### src/rtl/pc_fetch_controller.sv
// pc_fetch_controller: program counter ownership and instruction fetch sequencing.
// Next-PC priority: exception vector, then ID-stage branch/jump target, then PC+4.
// Runs a single-outstanding req/ack handshake with instruction memory and holds
// the delivered instruction for IF/ID while the hazard unit stalls.
module pc_fetch_controller #(
    parameter logic [31:0] RESET_PC   = 32'h0000_0000,
    parameter logic [31:0] EXC_VECTOR = 32'h0000_0080
) (
    input  logic        clk,
    input  logic        reset,
    input  logic        stall,
    input  logic        branch_taken,
    input  logic [31:0] branch_target,
    input  logic        exc_req,
    output logic        imem_req,
    output logic [31:0] imem_addr,
    input  logic        imem_ack,
    input  logic [31:0] imem_data,
    output logic        if_valid,
    output logic [31:0] if_instr,
    output logic [31:0] if_pc,
    output logic [31:0] pc
);

    localparam logic [31:0] ALIGN_MASK = 32'hFFFF_FFFC;

    typedef enum logic [1:0] {
        IDLE    = 2'd0,
        FETCH   = 2'd1,
        DELIVER = 2'd2
    } state_t;

    state_t      state, state_n;
    logic [31:0] pc_r, pc_n;
    logic        if_valid_r, if_valid_n;
    logic [31:0] if_instr_r, if_instr_n;
    logic [31:0] if_pc_r, if_pc_n;
    logic        redir_pend, redir_pend_n;
    logic [31:0] redir_pc, redir_pc_n;

    logic        redir_now;
    logic [31:0] redir_src;
    logic [31:0] redir_addr;

    // Redirect source selection: exception beats branch; address word-aligned.
    always_comb begin
        redir_now  = exc_req | branch_taken;
        redir_src  = exc_req ? EXC_VECTOR : branch_target;
        redir_addr = redir_src & ALIGN_MASK;
    end

    // State and datapath registers; reset abandons any outstanding request.
    always_ff @(posedge clk) begin
        if (reset) begin
            state      <= IDLE;
            pc_r       <= RESET_PC;
            if_valid_r <= 1'b0;
            if_instr_r <= '0;
            if_pc_r    <= '0;
            redir_pend <= 1'b0;
            redir_pc   <= '0;
        end else begin
            state      <= state_n;
            pc_r       <= pc_n;
            if_valid_r <= if_valid_n;
            if_instr_r <= if_instr_n;
            if_pc_r    <= if_pc_n;
            redir_pend <= redir_pend_n;
            redir_pc   <= redir_pc_n;
        end
    end

    // Next-state and next-datapath logic for the fetch sequencer.
    always_comb begin
        state_n      = state;
        pc_n         = pc_r;
        if_valid_n   = if_valid_r;
        if_instr_n   = if_instr_r;
        if_pc_n      = if_pc_r;
        redir_pend_n = redir_pend;
        redir_pc_n   = redir_pc;

        case (state)
            IDLE: begin
                // A redirect seen while idle retargets the upcoming fetch.
                if (redir_now) begin
                    pc_n = redir_addr;
                end
                state_n = FETCH;
            end

            FETCH: begin
                if (imem_ack) begin
                    if (redir_now) begin
                        // Same-cycle redirect beats any pending one; data is wrong-path.
                        pc_n         = redir_addr;
                        redir_pend_n = 1'b0;
                        state_n      = IDLE;
                    end else if (redir_pend) begin
                        pc_n         = redir_pc;
                        redir_pend_n = 1'b0;
                        state_n      = IDLE;
                    end else begin
                        if_instr_n = imem_data;
                        if_pc_n    = pc_r;
                        if_valid_n = 1'b1;
                        pc_n       = pc_r + 32'd4;
                        state_n    = DELIVER;
                    end
                end else if (redir_now) begin
                    // Request cannot be withdrawn: remember where to go once it returns.
                    redir_pend_n = 1'b1;
                    redir_pc_n   = redir_addr;
                end
            end

            DELIVER: begin
                if (redir_now) begin
                    if_valid_n = 1'b0;
                    pc_n       = redir_addr;
                    state_n    = FETCH;
                end else if (!stall) begin
                    if_valid_n = 1'b0;
                    state_n    = FETCH;
                end
            end

            default: begin
                state_n = IDLE;
            end
        endcase
    end

    // Output drive: request only in FETCH; fetch address is the aligned PC.
    always_comb begin
        imem_req  = (state == FETCH);
        imem_addr = pc_r & ALIGN_MASK;
        if_valid  = if_valid_r;
        if_instr  = if_instr_r;
        if_pc     = if_pc_r;
        pc        = pc_r;
    end

endmodule
### config.mk
export PLATFORM = sky130hd
export DESIGN_NAME = pc_fetch_controller
export DESIGN_NICKNAME = d
export VERILOG_FILES = /design/src/rtl/pc_fetch_controller.sv
export SDC_FILE = /design/constraint.sdc
export NUM_CORES = 1
export LEC_CHECK = 0
export BUFFER_PORTS_ARGS = -buffer_cell sky130_fd_sc_hd__buf_2
export CAP_MARGIN = 20
export CORE_MARGIN = 2
export CORE_UTILIZATION = 55
export CTS_CLUSTER_SIZE = 10
export DETAILED_ROUTE_END_ITERATION = 10
export PLACE_DENSITY = 0.83
export SETUP_SLACK_MARGIN = 0.15
export SYNTH_ARGS = -nofsm -noshare
export SYNTH_HDL_FRONTEND = slang
export SYNTH_SLANG_ARGS = --single-unit
### constraint.sdc
create_clock -name clk -period 2.63 [get_ports clk]
set_input_delay 0.526 -clock clk [delete_from_list [all_inputs] [get_ports clk]]
set_output_delay 0.526 -clock clk [all_outputs]
set_load 0.1 [all_outputs]
==> Yosys cells after proc, flatten, opt, wreduce, memory -nomap -nowiden <==
Index checks and enable logic that the tools add are counted.
{ "word_totals": {"regBits": 130, "latch_bits": 0, "ramBits": 0, "rom_bits": 0, "inputBits": 70, "out_inout_bits": 130, "elab_cells": 50, "mem_count": 0} }
{ "op_classes": {"n_addsub": 1, "mul": 0, "div_mod_pow": 0, "magnitude_cmp": 0, "eq_ne": 7, "shift": 0, "mux": 20, "n_bitwise": 4, "reduce_logical": 11} }
{ "ops": {"columns": ["cell", "n"], "rows": [
  ["2-to-1 mux 32 bit", 5],
  ["one-hot mux 32 bit (2 select lines)", 1],
  ["adder 32 x 3 -> 32 bit, second input constant", 1],
  ["2-to-1 mux 2 bit", 5],
  ["2-to-1 mux 1 bit", 7],
  ["one-hot mux 2 bit (3 select lines)", 1],
  ["AND reduction 3 bit", 2],
  ["nonzero test 2 bit", 3],
  ["AND reduction 5 bit", 1],
  ["!= test 2 x 1 -> 1 bit, second input constant", 2],
  ["!= test 2 bit, second input constant", 2],
  ["AND reduction 2 bit", 2],
  ["AND reduction 4 bit", 1],
  ["!= test 3 bit, second input constant", 1],
  ["NOT 1 bit", 3],
  ["== test 2 x 1 -> 1 bit, second input constant", 1],
  ["== test 2 bit, second input constant", 1],
  ["zero test 2 bit", 1],
  ["one-hot mux 1 bit (2 select lines)", 1],
  ["OR reduction 2 bit", 1],
  ["bitwise OR 1 bit", 1]
]} }

==> Depth between registers and ports, before layout <==
{ "depth": {"depth_word": 5, "depth_mapped": 8, "mapped_depth_nobuf": 6} }

==> Worst setup path after synthesis <==
No wires, ideal clock.
{ "synth_path": {"kind": "flip-flop to flip-flop", "from": "reg pc_r[2] (netlist: pc[2])", "to": "reg pc_r[28] (netlist: pc[28])", "setup_time_ns": 0.117, "t_arrival_ns": 2.481, "required_ns": 2.513, "setup_slack_ns": 0.031, "stages_incl_launch_ff": 7, "path_buffers": 0, "synth_period_minus_slack_ns": 2.599, "cell_sequence": "dfxtp_1 ha_1 nand4_2 or3_1 nor3_2 nand4_1 o211a_1"} }
{ "synth_via": {"elab_chain_cells": 5} }
{ "synth_rtl": {"columns": ["item", "line_no", "source"], "rows": [
  ["start: declaration", "34", "logic [31:0] pc_r, pc_n;"],
  ["start signal: assignment", "64", "pc_r <= pc_n;"],
  ["adder 32 x 3 -> 32 bit", "107", "pc_n = pc_r + 32'd4;"],
  ["2-to-1 mux 32 bit", "99", "end else if (redir_pend) begin"],
  ["2-to-1 mux 32 bit", "94", "if (redir_now) begin"],
  ["2-to-1 mux 32 bit", "93", "if (imem_ack) begin"],
  ["one-hot mux 32 bit (2 select lines)", "83", "case (state)"]
]} }
Every way passes these cells. The select of a mux whose other input is x is not followed.
A chain may end at the register's enable or synchronous reset.

==> Final worst setup path <==
{ "layout_path": {"from": "reg pc_r[6] (netlist: pc[6])", "to": "out imem_addr[6]"} }
{ "layout_rtl": {"columns": ["item", "line_no", "source"], "rows": [
  ["end: declaration", "16", "output logic [31:0] imem_addr,"]
]} }
No word-level cell between the ends.

==> out/qor.yml <==
gr-total-overflow: 0
critPathKind: "reg -> out"
synth-seq-cells: 126
maxCapViolations: 0
n_fill_cell: 953
syn2layout_area_growth_pct: 21.4
grt_pass1_wl_um: 28000
cp_cell_sequence: "buf_2"
clock_latency_ns: 0.42
postSynthAreaPerCell_um2: 7.74
core_area_um2: 11300
layout.cells.most_common: "nand2_1"
synth_ff_type: "dfxtp_1"
totalWireLength_um: 17600
cts_buffers: 17
root_buffer: "clkbuf_16"
dp_cells: 1074
synth_edf_count: 0
via_per_inst: 5.74
cp_top_family: "flip-flops"
gr-usage-all-layers_pct: 27.9
final_nets: 1021
dieArea_um2: 12300
min_path_type: "in -> reg"
vias: 6353
dr.pass1.iters: 5
total_leakage_power_nw: 3.17
clkTransAtPathRegs_ns: 0.06
setup_viol: 0
period_share_pct: 78.8
yosysSeqAreaShare_pct: 40.0
grt_max_degree: 64
fp.dieH_um: 111
antenna_cells: 0
required_ns: 2.10
maxSlewHeadroom_pct: 60.6
cts_hold_buf: 0
cts_setup_buffers: 0
final.setup.worst_slack_ns: 0.557
powerDensity_nw_per_um2: 684
post_drt_wl_per_cell_um: 16.0
peakVddDrop_mv: 0.505
h-tree-depth: 4
fin_crit_ns: 2.07
drive_above_1_share_pct: 28.7
cts_tree: "yes"
stdcell_count: 1106
rsz0062_at_grt: "false"
synth_top_area_share_pct: 40.0
drv_slew: 0
clockBufferDepth: 2
syn_area_um2: 6300
fin_skew_ns: 0.00643
max_freq_ghz: 0.482
worst_slew_pin_slew_ns: 0.592
yosysWarnings: 0
start_kind: "register"
async_flop_share_pct: 0
cpPeakStageDelay_ns: 0.61
core.rowCount: 39
synth_cells: 814
drt_iter0_drc: 763
grt_pass1_vias: 5514
hold_viol_final: 0
arrival_ns: 1.55
place_ws_ns: 0.455
port_buffers: 191
synth_cell_types: 69
synthTopCellsByArea: "dfxtp_1 40%, nand2_1 12%, a21oi_1 11%"
die_x_um: 111
setup-tns-final_ns: 0
critPathBufInv: 1
ant_nets: 0
cts.sinks: 126
cts.repair.resized: 0
gp_congestion: 0.888
power_w: 0.00524
post-dp-hpwl_um: 12100
pin_count: 200
drc: 0
outcome: "complete, no violations"
antenna_found_initial: 0
cp-end-kind: "output port"
synth_area_leader_cell: "dfxtp_1"
worstPathMaxFanout: 10
worst_path_max_delay_cell: "dfxtp_1"
final_cell_mix: "195 x nand2_1, 190 x buf_2, 136 x a21oi_1, 124 x dfxtp_1, 31 x nand3b_1"
start_util_pct: 55.6
[routing by layer]
metal	track usage, %	wire (um)
met1	36.8	7400
met4	9.96	304
met5	0	0
met3	6.34	1510
met2	45.1	8430
[cells by family (layout without fill, tap and decap cells)]
group / Yosys count / in the layout / share of synthesized area (%)
compound gates: 212 / 212 / 19.6
xor+xnor: 8 / 8 / 1.11
fa+ha+maj: 1 / 1 / 0.199
buf+inv: 109 / 253 / 9.59
flops: 126 / 126 / 40.0
mux: 4 / 4 / 0.655
other cells: 1 / 6 / 0.0595
simple gates: 353 / 353 / 28.8
[worst reg2reg max path, delay by kind of cell, from the launching register on]
family,cells,cell delay (ns)
and+or+nand+nor,2,0.89
buffers and inverters,2,0.54
DFF,1,0.31
AOI/OAI and AO/OA,2,0.25
[through the flow]
step | utilization, % | area (um^2) | hold WS [ns]
3_5_place_dp | 62.6 | 7090 | 0.441
4_1_cts | 67.6 | 7650 | 0.327
6_report | 67.6 | 7650 | 0.335
3_3_place_gp | 62.6 | 7090 | 0.435
5_1_grt | 67.6 | 7650 | 0.338
2_1_floorplan | - | 6320 | 0.428
[flip-flops by register name, indices dropped and copies added, names as in the netlist]
name / cells
if_instr: 32
if_pc: 30
if_valid: 1
pc: 30
redir_pc: 30
redir_pend: 1
state: 2
[cell type report]
cell class	instances	area (um^2)	share of cell area (%)
inverters	7	26.3	0.343
well taps	143	179	2.34
clock buffers	17	425	5.56
multi-input cells	584	3200	41.8
flip-flops and latches	126	2520	33.0
clock inverters	15	140	1.83
repair buffers	214	1160	15.1
[synthesized netlist by cell type, drive strengths merged (3+ instances only)]
cell type / count
nor4: 14
inv: 7
o211ai: 3
nor3: 18
nand4: 11
dfxtp: 126
mux2i: 3
xnor2: 6
nand2: 196
nand3b: 31
buf: 66
or2: 3
o21a: 3
a21oi: 136
clkbuf: 36
a211oi: 13
a21o: 3
nor2: 23
and3: 6
nand2b: 3
o22ai: 7
a32oi: 3
and2: 3
and4: 5
a31oi: 4
or3: 4
nand3: 26
o21ai: 21
[power by group]
part	switching, W	leakage [nW]	total [W]	internal (W)
combinational	0.000778	1.88	0.000983	0.000204
sequential	0.0000713	1.02	0.00203	0.00196
clock	0.000911	0.267	0.00222	0.00131
total	0.00176	3.17	0.00524	0.00347
[final timing paths]
path,startpoint,cells past startpoint,to,slack (ns)
min reg2reg,if_pc[27],2,if_pc[27],0.45
min,imem_data[18],3,if_instr[18],0.34
max reg2reg,redir_pend,6,pc[13],0.58
max,pc[6],1,imem_addr[6],0.56
Power figures use the tool's default switching activity.
